`config.mk`:
```
export PLATFORM = sky130hd
export DESIGN_NAME = spi_cfg_controller
export DESIGN_NICKNAME = d
export VERILOG_FILES = /design/src/rtl/spi_cfg_controller.sv
export SDC_FILE = /design/constraint.sdc
export NUM_CORES = 1
export LEC_CHECK = 0
export CAP_MARGIN = 20
export CORE_MARGIN = 1
export CORE_UTILIZATION = 37
export CTS_BUF_LIST = sky130_fd_sc_hd__clkbuf_8
export DETAILED_ROUTE_END_ITERATION = 12
export SYNTH_ARGS = -nofsm -noshare
export SYNTH_HDL_FRONTEND = slang
export SYNTH_SLANG_ARGS = --single-unit
export TNS_END_PERCENT = 20
```
`constraint.sdc`:
```
create_clock -name clk -period 2.1 [get_ports clk]
set_input_delay 0.21 -clock clk [delete_from_list [all_inputs] [get_ports clk]]
set_output_delay 0.21 -clock clk [all_outputs]
set_load 0.01 [all_outputs]
```
`src/rtl/spi_cfg_controller.sv`:
```
// -----------------------------------------------------------------------------
// spi_cfg_controller
//
// Serialises register requests {write, addr[6:0], data[7:0]} into 16-bit SPI
// mode-0 frames (MSB first) for the spi_peripheral configuration register file.
// Writes addressed above MAX_ADDR are rejected with a one-cycle err pulse and
// no frame.
//
// Ports:
//   clk, rst_n            system clock, asynchronous active-low reset
//   req_valid/req_ready   request handshake (ready only while IDLE)
//   req_write             1 = write frame, 0 = read/address-only frame
//   req_addr, req_data    register address and write data
//   SCLK, COPI, nCS       SPI pins (all registered)
//   busy                  high in every state except IDLE
//   done                  one-cycle pulse as nCS rises at frame end
//   err                   one-cycle pulse on a rejected request
// -----------------------------------------------------------------------------
module spi_cfg_controller #(
    parameter int CLK_DIV  = 4,
    parameter int CS_SETUP = 2,
    parameter int CS_HOLD  = 2,
    parameter int CS_GAP   = 4,
    parameter int MAX_ADDR = 4
) (
    input  logic       clk,
    input  logic       rst_n,
    input  logic       req_valid,
    output logic       req_ready,
    input  logic       req_write,
    input  logic [6:0] req_addr,
    input  logic [7:0] req_data,
    output logic       SCLK,
    output logic       COPI,
    output logic       nCS,
    output logic       busy,
    output logic       done,
    output logic       err
);

    localparam int PH_W  = (CLK_DIV > 2) ? $clog2(CLK_DIV) : 1;
    localparam int CMAX0 = (CS_SETUP > CS_HOLD) ? CS_SETUP : CS_HOLD;
    localparam int CMAX1 = (CMAX0 > CS_GAP) ? CMAX0 : CS_GAP;
    localparam int CMAX  = (CMAX1 > 1) ? CMAX1 : 1;
    localparam int CNT_W = $clog2(CMAX + 1);

    localparam logic [PH_W-1:0]  PH_LAST    = PH_W'(CLK_DIV - 1);
    // A zero-length setup/hold/gap still costs one transition cycle.
    localparam logic [CNT_W-1:0] SETUP_LAST = CNT_W'((CS_SETUP > 0) ? CS_SETUP - 1 : 0);
    localparam logic [CNT_W-1:0] HOLD_LAST  = CNT_W'((CS_HOLD  > 0) ? CS_HOLD  - 1 : 0);
    localparam logic [CNT_W-1:0] GAP_LAST   = CNT_W'((CS_GAP   > 0) ? CS_GAP   - 1 : 0);
    localparam logic [CNT_W-1:0] CNT_SAT    = CNT_W'(CMAX);
    localparam logic [6:0]       ADDR_MAX   = 7'(MAX_ADDR);

    typedef enum logic [2:0] {
        S_IDLE,
        S_SETUP,
        S_SHIFT,
        S_HOLD,
        S_GAP,
        S_REJECT
    } state_t;

    state_t           state_q, state_d;
    logic [CNT_W-1:0] cnt_q, cnt_d;
    logic [PH_W-1:0]  phase_q, phase_d;
    logic [3:0]       bit_q, bit_d;
    logic [15:0]      shreg_q, shreg_d;
    logic             ncs_q, ncs_d;
    logic             sclk_q, sclk_d;
    logic             copi_q, copi_d;
    logic             done_q, done_d;
    logic             err_q, err_d;
    logic [CNT_W-1:0] cnt_inc;

    always_comb begin
        state_d = state_q;
        cnt_d   = cnt_q;
        phase_d = phase_q;
        bit_d   = bit_q;
        shreg_d = shreg_q;
        ncs_d   = ncs_q;
        sclk_d  = sclk_q;
        copi_d  = copi_q;
        done_d  = 1'b0;
        err_d   = 1'b0;
        // Shared state counter never wraps.
        cnt_inc = (cnt_q == CNT_SAT) ? cnt_q : cnt_q + CNT_W'(1);

        case (state_q)
            S_IDLE: begin
                if (req_valid) begin
                    if (req_write && (req_addr > ADDR_MAX)) begin
                        state_d = S_REJECT;
                        err_d   = 1'b1;
                    end else begin
                        state_d = S_SETUP;
                        shreg_d = {req_write, req_addr, req_data};
                        ncs_d   = 1'b0;
                        copi_d  = req_write;
                        cnt_d   = '0;
                    end
                end
            end
            S_SETUP: begin
                if (cnt_q == SETUP_LAST) begin
                    state_d = S_SHIFT;
                    phase_d = '0;
                    bit_d   = 4'd15;
                    sclk_d  = 1'b0;
                end else begin
                    cnt_d = cnt_inc;
                end
            end
            S_SHIFT: begin
                if (phase_q != PH_LAST) begin
                    phase_d = phase_q + PH_W'(1);
                end else begin
                    phase_d = '0;
                    if (!sclk_q) begin
                        sclk_d = 1'b1;
                    end else begin
                        // Falling edge: the only point where COPI may change.
                        sclk_d = 1'b0;
                        if (bit_q == 4'd0) begin
                            state_d = S_HOLD;
                            cnt_d   = '0;
                        end else begin
                            shreg_d = shreg_q << 1;
                            bit_d   = bit_q - 4'd1;
                            copi_d  = shreg_q[14];
                        end
                    end
                end
            end
            S_HOLD: begin
                if (cnt_q == HOLD_LAST) begin
                    state_d = S_GAP;
                    ncs_d   = 1'b1;
                    copi_d  = 1'b0;
                    done_d  = 1'b1;
                    cnt_d   = '0;
                end else begin
                    cnt_d = cnt_inc;
                end
            end
            S_GAP: begin
                if (cnt_q == GAP_LAST) begin
                    state_d = S_IDLE;
                end else begin
                    cnt_d = cnt_inc;
                end
            end
            S_REJECT: begin
                state_d = S_IDLE;
            end
            default: begin
                state_d = S_IDLE;
            end
        endcase
    end

    always_ff @(posedge clk or negedge rst_n) begin
        if (!rst_n) begin
            state_q <= S_IDLE;
            cnt_q   <= '0;
            phase_q <= '0;
            bit_q   <= '0;
            shreg_q <= '0;
            ncs_q   <= 1'b1;
            sclk_q  <= 1'b0;
            copi_q  <= 1'b0;
            done_q  <= 1'b0;
            err_q   <= 1'b0;
        end else begin
            state_q <= state_d;
            cnt_q   <= cnt_d;
            phase_q <= phase_d;
            bit_q   <= bit_d;
            shreg_q <= shreg_d;
            ncs_q   <= ncs_d;
            sclk_q  <= sclk_d;
            copi_q  <= copi_d;
            done_q  <= done_d;
            err_q   <= err_d;
        end
    end

    assign req_ready = (state_q == S_IDLE);
    assign busy      = (state_q != S_IDLE);
    assign nCS       = ncs_q;
    assign SCLK      = sclk_q;
    assign COPI      = copi_q;
    assign done      = done_q;
    assign err       = err_q;

endmodule

```
# Yosys cells after proc, flatten, opt, wreduce, memory -nomap -nowiden
# Cells that the tools add are included.
# Widths: inputs -> output; s select.
[totals]
out_inout_bits = 7
ff_bits = 32
elab_cells = 102
in_bits = 19
[op_classes]
n_reduce_logical = 17
n_mux = 52
n_lt_le_gt_ge = 1
add_sub_neg = 3
eq_ne = 19
[ops]
columns = ["cell", "n"]
rows = [
  ["$mux 15", 5],
  ["$mux 3", 17],
  ["$pmux 15 s2", 1],
  ["$pmux 3 s5", 2],
  ["$ne 2x2->1 const B", 12],
  ["$mux 1", 16],
  ["$mux 4", 4],
  ["$reduce_and 7->1", 2],
  ["$eq 3x2->1 const B", 3],
  ["$pmux 4 s2", 1],
  ["$reduce_and 8->1", 1],
  ["$gt 7x3->1 const B", 1],
  ["$eq 3x1->1 const B", 2],
  ["$eq 3x3->1 const B", 2],
  ["$reduce_and 6->1", 1],
  ["$reduce_bool 2->1", 3],
  ["$reduce_bool 3->1", 2],
  ["$reduce_and 5->1", 1],
  ["$reduce_bool 5->1", 1],
  ["$logic_not 4->1", 1],
  ["$mux 2", 2],
  ["$pmux 1 s2", 2],
  ["$pmux 2 s2", 1],
  ["$reduce_and 4->1", 1],
  ["other kinds (8)", 8],
]

# Depth between registers and ports, before layout
[depth]
depth_word = 5
mapped_depth = 8
mapped_depth_nobuf = 7

# Worst setup path before layout
# OpenSTA, ideal clock, no wires.
[synth_path]
path_type = "register -> register"
start = "reg bit_q[0]"
end = "reg cnt_q[0]"
period_less_slack_ns = 2.013
slack_ns = 0.087
required_time_ns = 1.975
path_stages_with_launch = 8
arrival_time_ns = 1.888
setup_time_ns = 0.125
path_buffers = 0
cell_sequence = "dfrtp_1 inv_1 ha_1 or3b_1 or3_4 a211oi_4 nand2_2 mux2_2"
[synth_between]
elab_chain_cells = 3
[synth_rtl]
columns = ["item", "line_no", "rtl"]
rows = [
  ["from (decl)", "67", "logic [3:0] bit_q, bit_d;"],
  ["from (signal assigned)", "179", "bit_q <= bit_d;"],
  ["$logic_not 4->1", "125", "if (bit_q == 4'd0) begin"],
  ["$ne 2x2->1 (no source line)", "-", ""],
  ["$reduce_and 8->1 (no source line)", "-", ""],
  ["to (signal assigned)", "177", "cnt_q <= cnt_d;"],
  ["to (decl)", "65", "logic [CNT_W-1:0] cnt_q, cnt_d;"],
]
# No other way between the ends.
# A chain may end at the register's enable or synchronous reset.

# Final worst setup path
# Ends and elaborated chain as after synthesis.

==> results.yml <==
final_layout:
  fill_cells: 428
  final_area_mm2: 0.00231
  drive_above_1_share_pct: 19.2
  stdcell_count: 292
  synthToLayoutAreaGrowth_pct: 29.0
  diodes: 0
  fin_util_pct: 51.4
  fin_nets: 264
detailed_routing:
  wl_per_cell_um: 12.8
  routed_wl_um: 3730
  vias_per_cell: 5.05
  num_vias: 1474
  drt_iter0_markers: 89
  drc: 0
  ant_nets: 0
  dr.pass1.iters: 4
clock_tree:
  cts_hold_buf: 0
  clock_sinks: 32
  htree_levels: 2
  cts_tree: "done"
  cts_root_buffer: "clkbuf_8"
  path_clk_slew_ns: 0.07
  cts_buffers: 5
  clockBufferDepth: 2
  clk_latency_ns: 0.29
timing:
  finClkSkew_ns: 0.00575
  maxSlewViolCount: 0
  tns_ns: 0
  fin_ws_ns: 0.0597
  final_hold_viol_count: 0
  period_share_pct: 97.2
  setup_viol: 0
  fmax_mhz: 490
  rsz0062_at_grt: "true"
  post-route-min-period_ns: 2.04
  worst_slew_pin_slew_ns: 0.418
  relSlewSlack_pct: 71.9
power:
  p_sw_w: 0.000280
  leakage_nw: 0.992
  vdd_drop_max_mv: 0.287
  seqPwrFrac_pct: 48.6
  powerDensity_mw_per_mm2: 562
  pwr-share-comb_pct: 6.0
  swShare_pct: 21.6
  p_clk_share_pct: 45.4
  p_int_w: 0.00102
placed_design:
  dp_hpwl_um: 2540
  placed_area_mm2: 0.00218
  dp_cells: 282
  io_buffers: 25
  place.gp.congestion: 0.761
  dp_slack_ns: 0.0405
logic_synthesis:
  synth_top_family_by_area: "simple AND/OR/NAND/NOR gates"
  synth-simple-area-share_pct: 24.1
  synth_area_mm2: 0.00179
  synth_mux_area_share_pct: 0.628
  synth-compound-area-share_pct: 18.8
  synth_seq_cells: 32
  syn-instance-count: 198
  syn_nets: 223
  async_reset_ff_share_pct: 100
  synth_edf_count: 0
  synthDistinctLibCells: 46
  syn_avg_cell_area_um2: 9.06
  synth_warnings: 0
  yosysSeqAreaShare_pct: 44.7
  yosys.area_share.xor_xnor_pct: 1.46
  synth-adder-area-share_pct: 4.18
  synth_ff_type: "dfrtp_1"
floorplanning:
  placementRows: 24
  die_area_mm2: 0.00513
  coreArea_mm2: 0.00450
  die_h_um: 71.6
  num_io_pins: 26
  initial_core_util_pct: 39.8
  die_x_um: 71.6
global_route:
  grt-ovfl-total: 0
  grt_pass1_wl_um: 6670
  grt_max_degree: 33
  grt_use_total_pct: 16.9
  use_met3_pct: 5.06
  grt_pass1_vias: 1444
  antenna_found_initial: 0
  top_usage_layer: "met2"
  globalRouteMet2Util_pct: 25.7
  grtUsageMet1_pct: 22.6
worst_setup_path:
  rr_worst_depth: 7
  rr_startpoint: "bit_q[0]$_DFFE_PN0P_"
  crit_start: "bit_q[0]$_DFFE_PN0P_"
  critPathKind: "register to register"
  required_ns: 2.28
  rrSetupSlack_ns: 0.06
  timing.rr.end: "cnt_q[0]$_DFFE_PN0P_"
  path_max_fanout: 3
  worst_setup_path_start_kind: "register"
  critPathArrivalTime_ns: 2.22
  end_kind: "register"
flow_run:
  drv_cap: 0
outcome:
  status: "completed"
min_path:
  worstHoldPathType: "input port to async pin"
metrics by stage:
stage / hold slack, ns / power (W)
detailed placement: 0.486 / 0.000724
floorplan: -0.0856 / 0.000663
CTS: 0.334 / 0.00131
global placement: 0.483 / 0.000724
finish: 0.319 / 0.00130
global route: 0.346 / 0.00136
cell type report:
| type | instances | area [um2] | share of cell area, % |
|---|---|---|---|
| inverter | 12 | 45.0 | 1.95 |
| multi-input combinational | 145 | 897 | 38.8 |
| timing repair buffer | 43 | 398 | 17.2 |
| clock buffer | 5 | 68.8 | 2.97 |
| tap | 52 | 65.1 | 2.81 |
| clock inverter | 3 | 38.8 | 1.68 |
| sequential | 32 | 802 | 34.6 |
power groups by stage:
| stage | registers [W] | logic (W) | clock network [W] |
|---|---|---|---|
| finish | 0.000632 | 0.0000782 | 0.000590 |
| global route | 0.000633 | 0.0000877 | 0.000640 |
| CTS | 0.000632 | 0.0000803 | 0.000602 |
| detailed placement | 0.000644 | 0.0000802 | 0 |
| global placement | 0.000644 | 0.0000801 | 0 |
| floorplan | 0.000644 | 0.0000194 | 0 |
worst max-delay path, cell delays in order (launching register included):
cell	delay, ns
dfrtp_1	0.37
inv_1	0.06
ha_2	0.17
or3b_4	0.38
or3_4	0.35
a211oi_4	0.26
nand2_2	0.08
mux2_2	0.26
how the worst max path moves through the flow:
stage                                       to  slack, ns  depth (start not counted)
after detailed placement  cnt_q[0]$_DFFE_PN0P_       0.04                          7
after CTS                 cnt_q[0]$_DFFE_PN0P_       0.03                          7
final                     cnt_q[0]$_DFFE_PN0P_       0.06                          7
after global placement    cnt_q[0]$_DFFE_PN0P_       0.06                          8
after floorplan           cnt_q[0]$_DFFE_PN0P_       0.09                          7
after global routing      cnt_q[0]$_DFFE_PN0P_      -0.05                          7
cell usage in the layout (no fill, tap or decap), types with 2 or more instances in the layout:
| cell type | instances |
|---|---|
| nand2_2 | 2 |
| nor3_1 | 6 |
| inv_1 | 12 |
| nor2b_1 | 3 |
| nor3b_1 | 2 |
| a31oi_1 | 15 |
| nor3_2 | 2 |
| o21ai_0 | 5 |
| or3_4 | 2 |
| xor2_1 | 2 |
| a22o_1 | 2 |
| clkbuf_8 | 5 |
| nand3_1 | 4 |
| nand2_1 | 36 |
| clkdlybuf4s50_1 | 25 |
| dfrtp_1 | 31 |
| ha_1 | 5 |
| nor2_1 | 21 |
| buf_4 | 17 |
| a211oi_4 | 2 |
| a21oi_1 | 12 |
sequential cells by signal (all words and copies together), names as in the netlist:
| register | cells |
|---|---|
| shreg_q | 15 |
| bit_q | 4 |
| cnt_q | 3 |
| state_q | 3 |
| phase_q | 2 |
| COPI | 1 |
| SCLK | 1 |
| done | 1 |
| err | 1 |
| nCS | 1 |
logic make-up (layout without fill, tap and decap cells):
group                      count (synthesis)  in the layout
adders and majority gates                  6              6
AOI/OAI and AO/OA                         46             46
DFF                                       32             32
buffers and inverters                     21             63
and+or+nand+nor                           89             89
muxes                                      1              1
xor gates and xnor gates                   3              3
routing by layer:
layer  vias to the layer above  wire (um)
li1                        763          -
met2                        27       1700
met3                         6        140
met5                         -          0
met4                         0         66
met1                       678       1830
synthesized netlist by cell type (2+ instances only):
master	instances	area [um2]
a211oi_4	2	40.0
a21oi_1	12	60.1
a22o_1	2	17.5
a31oi_1	15	93.8
buf_2	3	15.0
buf_4	2	15.0
clkbuf_1	2	7.51
clkbuf_8	2	27.5
dfrtp_1	31	776
ha_1	6	75.1
inv_1	11	41.3
nand2_1	36	135
nand2_2	2	12.5
nand3_1	4	20.0
nor2_1	21	78.8
nor2b_1	3	18.8
nor3_1	7	35.0
nor3b_1	2	15.0
o21ai_0	5	25.0
or3_1	2	12.5
or3b_1	2	17.5
xor2_1	2	17.5
repair_timing:
item                                    4_1_cts  5_1_grt
endpoints found under the setup margin        0       20
buffers inserted                              0        2
gates resized for setup                       0        4
Power figures use the tool's default switching activity.
